File: config.mk
export PLATFORM = sky130hd
export DESIGN_NAME = bpsk_tx_modulator
export DESIGN_NICKNAME = d
export VERILOG_FILES = /design/src/rtl/bpsk_pkg.sv /design/src/rtl/bpsk_sine_lut.sv /design/src/rtl/bpsk_tx_modulator.sv
export SDC_FILE = /design/constraint.sdc
export NUM_CORES = 1
export LEC_CHECK = 0
export BUFFER_PORTS_ARGS = -buffer_cell sky130_fd_sc_hd__clkbuf_2
export CORE_AREA = 2 2 54 51
export DETAILED_ROUTE_END_ITERATION = 10
export DIE_AREA = 0 0 56 53
export SETUP_SLACK_MARGIN = 0.02
export SYNTH_ARGS = -nofsm -noshare
export SYNTH_HDL_FRONTEND = slang
export SYNTH_SLANG_ARGS = --single-unit
File: constraint.sdc
create_clock -name clk -period 3.05 [get_ports clk]
set_input_delay 0.61 -clock clk [delete_from_list [all_inputs] [get_ports clk]]
set_output_delay 0.61 -clock clk [all_outputs]
set_load 0.03 [all_outputs]
File: src/rtl/bpsk_pkg.sv
// Shared types and sine table generator for the BPSK transmit path.
// Table entries are round-to-nearest of A*sin(k*45deg) with A = 2^(width-1)-1.
package bpsk_pkg;

   typedef enum logic {IDLE, SEND} tx_state_t;

   localparam int LUT_DEPTH = 8;
   localparam int PHASE_W   = $clog2(LUT_DEPTH);

   function automatic int sine_lut(input logic [PHASE_W-1:0] idx, input int width);
      longint amp;
      longint diag;
      amp  = (longint'(1) << (width - 1)) - 64'sd1;
      // sin(45deg) in micro-units, rounded half up; amp is always positive
      diag = (amp * 64'sd707107 + 64'sd500000) / 64'sd1000000;
      case (idx)
         3'd0, 3'd4: sine_lut = 0;
         3'd1, 3'd3: sine_lut = int'(diag);
         3'd2:       sine_lut = int'(amp);
         3'd5, 3'd7: sine_lut = -int'(diag);
         default:    sine_lut = -int'(amp);
      endcase
   endfunction

endpackage

File: src/rtl/bpsk_sine_lut.sv
// Combinational carrier table: phase index to signed sample, zero latency,
// no flow control.
module bpsk_sine_lut
   import bpsk_pkg::*;
#(
   parameter int DATA_WIDTH = 5
) (
   input  logic [PHASE_W-1:0]           phase,
   output logic signed [DATA_WIDTH-1:0] sample
);

   always_comb begin
      sample = DATA_WIDTH'(sine_lut(phase, DATA_WIDTH));
   end

endmodule

File: src/rtl/bpsk_tx_modulator.sv
// BPSK modulator: each accepted bit becomes CYCLES_PER_SYMBOL signed carrier periods, one sample per
// sample_en, output registered 1 cycle; bit_ready only in IDLE or on a symbol's last strobe.
module bpsk_tx_modulator
   import bpsk_pkg::*;
#(
   parameter int DATA_WIDTH        = 5,
   parameter int CYCLES_PER_SYMBOL = 4
) (
   input  logic                         clk,
   input  logic                         rst,
   input  logic                         bit_in,
   input  logic                         bit_valid,
   output logic                         bit_ready,
   input  logic                         sample_en,
   output logic signed [DATA_WIDTH-1:0] sample_out,
   output logic                         sample_valid,
   output logic                         busy
);

   localparam int CYC_W = (CYCLES_PER_SYMBOL > 1) ? $clog2(CYCLES_PER_SYMBOL) : 1;
   localparam logic [CYC_W-1:0]   CYC_LAST   = CYC_W'(CYCLES_PER_SYMBOL - 1);
   localparam logic [PHASE_W-1:0] PHASE_LAST = PHASE_W'(LUT_DEPTH - 1);

   tx_state_t                    state_q, state_d;
   logic [PHASE_W-1:0]           phase_q, phase_d;
   logic [CYC_W-1:0]             cyc_q, cyc_d;
   logic                         sym_q, sym_d;
   logic signed [DATA_WIDTH-1:0] sample_out_q, sample_out_d;
   logic                         sample_valid_q, sample_valid_d;

   logic signed [DATA_WIDTH-1:0] lut_sample;
   logic                         last_sample;
   logic                         accept;

   bpsk_sine_lut #(
      .DATA_WIDTH(DATA_WIDTH)
   ) u_lut (
      .phase  (phase_q),
      .sample (lut_sample)
   );

   assign last_sample = (phase_q == PHASE_LAST) && (cyc_q == CYC_LAST);
   assign bit_ready   = !rst && ((state_q == IDLE) || (sample_en && last_sample));
   assign accept      = bit_valid && bit_ready;

   always_comb begin
      state_d        = state_q;
      phase_d        = phase_q;
      cyc_d          = cyc_q;
      sym_d          = sym_q;
      sample_out_d   = sample_out_q;
      sample_valid_d = sample_en;

      case (state_q)
         IDLE: begin
            if (sample_en) begin
               sample_out_d = '0;
            end
            if (accept) begin
               sym_d   = bit_in;
               phase_d = '0;
               cyc_d   = '0;
               state_d = SEND;
            end
         end
         SEND: begin
            if (sample_en) begin
               sample_out_d = sym_q ? lut_sample : -lut_sample;
               phase_d      = phase_q + PHASE_W'(1);
               if (phase_q == PHASE_LAST) begin
                  cyc_d = cyc_q + CYC_W'(1);
               end
               // Chain straight into the next symbol so the carrier has no gap
               if (last_sample) begin
                  cyc_d   = '0;
                  phase_d = '0;
                  if (accept) begin
                     sym_d = bit_in;
                  end else begin
                     state_d = IDLE;
                  end
               end
            end
         end
         default: state_d = IDLE;
      endcase
   end

   always_ff @(posedge clk) begin
      if (rst) begin
         state_q        <= IDLE;
         phase_q        <= '0;
         cyc_q          <= '0;
         sym_q          <= 1'b0;
         sample_out_q   <= '0;
         sample_valid_q <= 1'b0;
      end else begin
         state_q        <= state_d;
         phase_q        <= phase_d;
         cyc_q          <= cyc_d;
         sym_q          <= sym_d;
         sample_out_q   <= sample_out_d;
         sample_valid_q <= sample_valid_d;
      end
   end

   assign sample_out   = sample_out_q;
   assign sample_valid = sample_valid_q;
   assign busy         = (state_q == SEND);

endmodule
==> summary.md, run 1 <==
| Metric | Value |
|---|---|
| Post-detail-place hpwl | `1270 um` |
| Final Critical Period | `2.40 ns` |
| Initial Util | `33.2%` |
| Antenna violations before repair | `0` |
| R2r worst-path depth | `10` |
| Post-synthesis adder-cell area fraction | `11.1%` |
| Vias in the first global route | `663` |
| Root Buffer | `clkbuf_4` |
| # IOs | `13` |
| Overall power | `0.000337 W` |
| WL final | `1640 um` |
| Max IR drop VDD | `0.000234 V` |
| Vias per cell | `5.16` |
| Core box area | `2380 um^2` |
| Routed Antenna Nets | `0` |
| Sequential share of the synthesized area | `32.9%` |
| Residual DRC count | `0` |
| Pin count of the biggest net entering global routing | `17` |
| XOR/XNOR Fraction of Synth Area | `1.11%` |
| Min-Delay Path Class | `register to register` |
| Least-Margin Pin Slew | `0.460 ns` |
| Cell Rows | `17` |
| Final setup viols | `0` |
| Primary FF master, synth | `dfxtp_1` |
| Hold Path Depth | `2` |
| CTS tree | `yes` |
| Post-cts sizing count | `0` |
| Count leader, synth | `nor2_1` |
| Full die area | `2970 um^2` |
| Clock Pin Slew Worst Setup and Hold Paths | `0.08 ns` |
| Post-CTS Hold Buffers | `0` |
| Setup Fix Bufs, Post-CTS | `0` |
| RSZ-0062 raised after global routing | `no` |
| Clk_skew | `0.000509 ns` |
| CTS sink cnt | `13` |
| Flop and latch count out of synthesis | `13` |
| Share of the core filled with cells | `36.7%` |
| Pins over their slew limit | `0` |
| Power density over cell area | `386 nW/um^2` |
| Routability cong. | `0.790` |
| Nets | `125` |
| Mapped Nets | `113` |
| Via count | `722` |
| CTS max path bufs | `2` |
| Fillers | `262` |
| Synth top area share | `32.9%` |
| Worst-Skew Late Latency | `0.27 ns` |
| Synth top cells by count | `nor2_1 (17), dfxtp_1 (13), a21oi_1 (10)` |
| Arr. time, crit path | `2.60 ns` |
| Worst-path fanout max | `8` |
| Kind of critical path | `register to register` |
| Layout cells sized above 1 | `15.2%` |
| Max Fclk | `417 MHz` |
| Num CTS Buffers | `3` |
| Gr ovfl total | `0` |
| Leak | `0.367 nW` |
| Post-synthesis mux area share | `1.27%` |
| Area of the multi-input gates | `474 um^2` |
| EDFF count, synth | `0` |
| Die height | `53 um` |
| Post-DR wirelength/cell | `11.7 um` |
| Placed Cells | `136` |
| Yosys Warn Count | `0` |
| Status | `completed` |
| Area Overhead vs Synth | `10.6%` |
| Finished Layout Cells | `140` |
| Avg Cell Area, Syn | `7.83 um^2` |
| Fin area | `875 um^2` |
| Worst setup SP type | `register` |
| Synth Area in Simple Gates | `26.3%` |
| Fin crit share | `78.7%` |
| First-pass GRT wire length | `2750 um` |
| H-Tree Depth | `1` |
| Largest family of logic cells by synthesized area | `simple AND/OR/NAND/NOR gates` |
| Library cells used by synthesis | `33` |
| Reg2reg setup slack | `0.65 ns` |
| Cell Area, Synth | `791 um^2` |
| DP Area | `848 um^2` |
| Final hold vios | `0` |
| Drt pass-1 iters | `4` |
| CP endpoint kind | `register` |
| Synth area leaders | `dfxtp_1 (33%), ha_1 (11%), nor2_1 (8.1%)` |
| Initial DRC Count | `10` |
| GR Util All Layers | `11.9%` |
| Mapped Cells | `101` |
| Area leader, netlist | `dfxtp_1` |
| Reg area | `260 um^2` |
| Antenna diodes | `0` |
| PortBufs | `12` |
| Die X | `56 um` |
| Slew HR | `69.3%` |
| Worst Path Required | `3.25 ns` |
| Compound-Gate Fraction of Synth Area | `20.3%` |
| Post-synth ARST share | `0%` |
| TNS Setup | `0 ns` |
| Max-cap viol count | `0` |
power by group:
part           internal (W)  total (W)  leakage (nW)  switching, W
logic             0.0000177  0.0000496         0.246     0.0000318
registers          0.000174   0.000181         0.106    0.00000705
clock network     0.0000506   0.000106        0.0150     0.0000556
routing by layer:
metal	wire length [um]	up-vias	global-route usage (%)	part of all wire [%]
li1	-	380	-	-
met1	755	325	13.7	46
met2	804	13	20.4	49
met3	45	4	0.978	2.7
met4	37	0	9.52	2.3
met5	0	-	0	0
final timing paths:
kind,from,endpoint
setup / recovery,phase_q[0]$_SDFFE_PP0P_,sample_out[2]$_SDFFE_PP0P_
hold / removal,sample_out[4]$_SDFFE_PP0P_,sample_out[4]$_SDFFE_PP0P_
setup reg to reg,phase_q[0]$_SDFFE_PP0P_,sample_out[2]$_SDFFE_PP0P_
hold reg to reg,sample_out[4]$_SDFFE_PP0P_,sample_out[4]$_SDFFE_PP0P_
worst max-delay path, stage by stage, from the launching register on:
cell and delay [ns]:
dfxtp_1 0.47, ha_1 0.22, ha_1 0.29, nor2_1 0.07, a22oi_1 0.42, nor2_1 0.13, ha_1 0.24, nor2_1 0.12
xnor2_1 0.13, nand3_1 0.09, a21oi_1 0.16
layout by cell type, fill, tap and decap left out, types with 2 or more instances in the layout:
cell type	count
nand4_1	3
a31oi_1	3
nand2_1	9
nor3b_1	2
nand3_1	3
nor2_1	17
inv_1	5
clkbuf_2	12
a21oi_1	10
ha_1	7
clkbuf_4	3
o21ai_0	3
dfxtp_1	13
nor3_1	4
registers in the layout, summed over array words and instances, names as in the netlist:
register and flops:
phase_q 3, sample_valid 1, cyc_q 2, sample_out 5, sym_q 1, busy 1
cell type report:
type	instances	share of cell area (%)
timing repair buffer	12	6.87
clock buffer	4	3.00
inverter	5	2.15
multi-input combinational	78	54.2
tap	28	4.01
sequential	13	29.8
metrics by stage:
stage / hold slack, ns / setup WS [ns]
after floorplan: 0.430 / 0.829
after global placement: 0.443 / 0.778
after detailed placement: 0.444 / 0.685
after CTS: 0.464 / 0.633
after global routing: 0.482 / 0.401
final: 0.456 / 0.651
cell families (layout without fill, tap and decap cells):
logic type	count (synthesis)	count (layout)
AND/OR/NAND/NOR	44	44
XOR/XNOR	1	1
adder cells (fa/ha/maj)	7	7
AO/OA/AOI/OAI	25	25
multiplexers	1	1
buffers and inverters	10	21
flip-flops	13	13
No activity file was read; power rests on OpenSTA's default activity.
==> inputs of run 2 (changes only) <==
==> constraint.sdc (replaced) <==
create_clock -name clk -period 2.3 [get_ports clk]
set_input_delay 0.46 -clock clk [delete_from_list [all_inputs] [get_ports clk]]
set_output_delay 0.46 -clock clk [all_outputs]
set_load 0.03 [all_outputs]
==> run 2 against run 1 <==
Effect of this change:
- clock power up 36%
- sequential cell count is the same
- cell count increased by 2.9%
- worst setup slack got worse by 0.48 ns
- combinational power grew 43%
- largest power group unchanged
- core utilization increased by 2.5 points
- count of clock-buffer cells in the layout stayed put
- cell area increased by 6.9%
- sequential share of layout area shrank 1.4 points
- non-clock buffer count rose by 4
- largest cell class unchanged
- register-to-register slack got worse by 0.45 ns
==> summary.md, run 2 (synthesized netlist as in run 1, its figures left out) <==
| Metric | Value |
|---|---|
| Fin crit share | `92.6%` |
| Sequential Power Share | `52.7%` |
| DP Area | `878 um^2` |
| Cell Rows | `17` |
| First-pass GRT wire length | `2860 um` |
| Via count | `738` |
| CTS sink cnt | `13` |
| Post-CTS Hold Buffers | `0` |
| Nets | `129` |
| Initial DRC Count | `12` |
| Power density over cell area | `487 nW/um^2` |
| Residual DRC count | `0` |
| Placed Cells | `140` |
| CTS max path bufs | `2` |
| Finished Layout Cells | `144` |
| Cell internal pwr | `0.000326 W` |
| Clock power share | `31.7%` |
| Area Overhead vs Synth | `18.2%` |
| Vias per cell | `5.13` |
| Full die area | `2970 um^2` |
| CP Launch Point | `phase_q[0]$_SDFFE_PP0P_` |
| Routability cong. | `0.846` |
| WL final | `1570 um` |
| Max IR drop VDD | `0.000259 V` |
| Root Buffer | `clkbuf_4` |
| Pins over their slew limit | `0` |
| Least-Margin Pin Slew | `0.409 ns` |
| H-Tree Depth | `1` |
| Worst Path Required | `1.84 ns` |
| Kind of critical path | `register to primary output` |
| Clk_skew | `0.00294 ns` |
| Clock Pin Slew Worst Setup and Hold Paths | `0.08 ns` |
| Area of the multi-input gates | `493 um^2` |
| Reg area | `265 um^2` |
| Fillers | `243` |
| TNS Setup | `0 ns` |
| Max Fclk | `470 MHz` |
| Status | `completed` |
| Slew HR | `72.7%` |
| Worst path max stage delay | `0.37 ns` |
| Max-cap viol count | `0` |
| CP Cell Sequence | `buf_4 > ha_2 > ha_4 > buf_4 > nand3_1 > a21oi_2 > buf_6` |
| Worst-path fanout max | `6` |
| Setup Fix Bufs, Post-CTS | `0` |
| Worst-Skew Late Latency | `0.27 ns` |
| Gr ovfl total | `0` |
| Core box area | `2380 um^2` |
| HP Start | `bit_in` |
| Most frequent cells in the layout | `nor2_1 (17), dfxtp_1 (11), clkbuf_2 (11)` |
| Routed Antenna Nets | `0` |
| Post-detail-place hpwl | `1160 um` |
| Final Critical Period | `2.13 ns` |
| Layout cells sized above 1 | `22.4%` |
| Initial Util | `33.2%` |
| Arr. time, crit path | `1.67 ns` |
| Pin count of the biggest net entering global routing | `17` |
| Delay-heaviest family, CP | `buffers and inverters` |
| # IOs | `13` |
| WP buf/inv | `3` |
| Commonest non-fill, non-tap cell in the layout | `nor2_1` |
| Antenna diodes | `0` |
| Final setup viols | `0` |
| RSZ-0062 raised after global routing | `no` |
| Worst reg2reg path startpoint | `phase_q[0]$_SDFFE_PP0P_` |
| Crit path top cell by count | `buf_4` |
| PortBufs | `12` |
| CP endpoint kind | `primary output` |
| Post-DR wirelength/cell | `10.9 um` |
| Final hold vios | `0` |
| Fin area | `935 um^2` |
| Die X | `56 um` |
| Reg2reg setup slack | `0.20 ns` |
| Min-Delay Path Class | `input pin to register` |
| Worst setup SP type | `register` |
| Num CTS Buffers | `3` |
| Drt pass-1 iters | `4` |
| Die height | `53 um` |
| Largest register FFs | `5` |
| Overall power | `0.000455 W` |
| Vias in the first global route | `685` |
| Leak | `0.385 nW` |
| Slowest cell on crit path | `dfxtp_4` |
| Switch Pwr | `0.000129 W` |
| Switch share | `28.4%` |
| Antenna violations before repair | `0` |
| Comb pwr share | `15.6%` |
| GR Util All Layers | `12.4%` |
| CTS tree | `yes` |
run 2: power groups by stage:
stage	logic, W	registers, W	clock network (W)
2_1_floorplan	0.0000452	0.000249	0
3_3_place_gp	0.0000680	0.000245	0
3_5_place_dp	0.0000685	0.000245	0
4_1_cts	0.0000694	0.000240	0.000151
5_1_grt	0.0000795	0.000242	0.000163
6_report	0.0000709	0.000240	0.000144
run 2: metal layers:
layer	wire [um]	vias to the layer above	GRT usage [%]
li1	-	388	-
met1	763	329	15.7
met2	708	17	19.2
met3	62	4	1.71
met4	36	0	9.52
met5	0	-	0
run 2: timing repair:
| item | 4_1_cts | 5_1_grt |
|---|---|---|
| resized for setup | 3 | 7 |
| pin swaps | 0 | 1 |
| endpoints found under the setup margin | 1 | 2 |
| cloned | 0 | 0 |
run 2: final cells by class:
class,instances,share of cell area (%)
Clock buffer,4,2.81
Tap cell,28,3.75
Inverter,5,2.01
Multi-Input combinational cell,78,52.7
Sequential cell,13,28.4
Timing Repair Buffer,16,10.3
run 2: worst reg2reg max path, stage by stage, from the launching register on:
cell,delay [ns]
dfxtp_4,0.37
inv_1,0.05
ha_1,0.22
or2_1,0.24
o32a_1,0.28
o21a_1,0.18
inv_1,0.05
ha_1,0.19
nor2_1,0.06
xnor2_1,0.14
nand3_1,0.09
a21oi_1,0.15
run 2: per-stage QoR:
step	utilization (%)	hold WS [ns]	setup slack, ns
6_report	39.2	0.413	0.171
3_5_place_dp	36.9	0.450	0.188
4_1_cts	38.2	0.409	0.0505
5_1_grt	39.2	0.431	0.0309
2_1_floorplan	-	0.430	0.123
3_3_place_gp	36.9	0.444	0.201
run 2: final timing paths:
| kind | end | depth (start not counted) |
|---|---|---|
| worst max-delay path | bit_ready | 7 |
| worst min-delay path | sym_q$_SDFFE_PP0P_ | 3 |
| worst min register to register | sample_out[4]$_SDFFE_PP0P_ | 2 |
| worst max register to register | sample_out[2]$_SDFFE_PP0P_ | 11 |
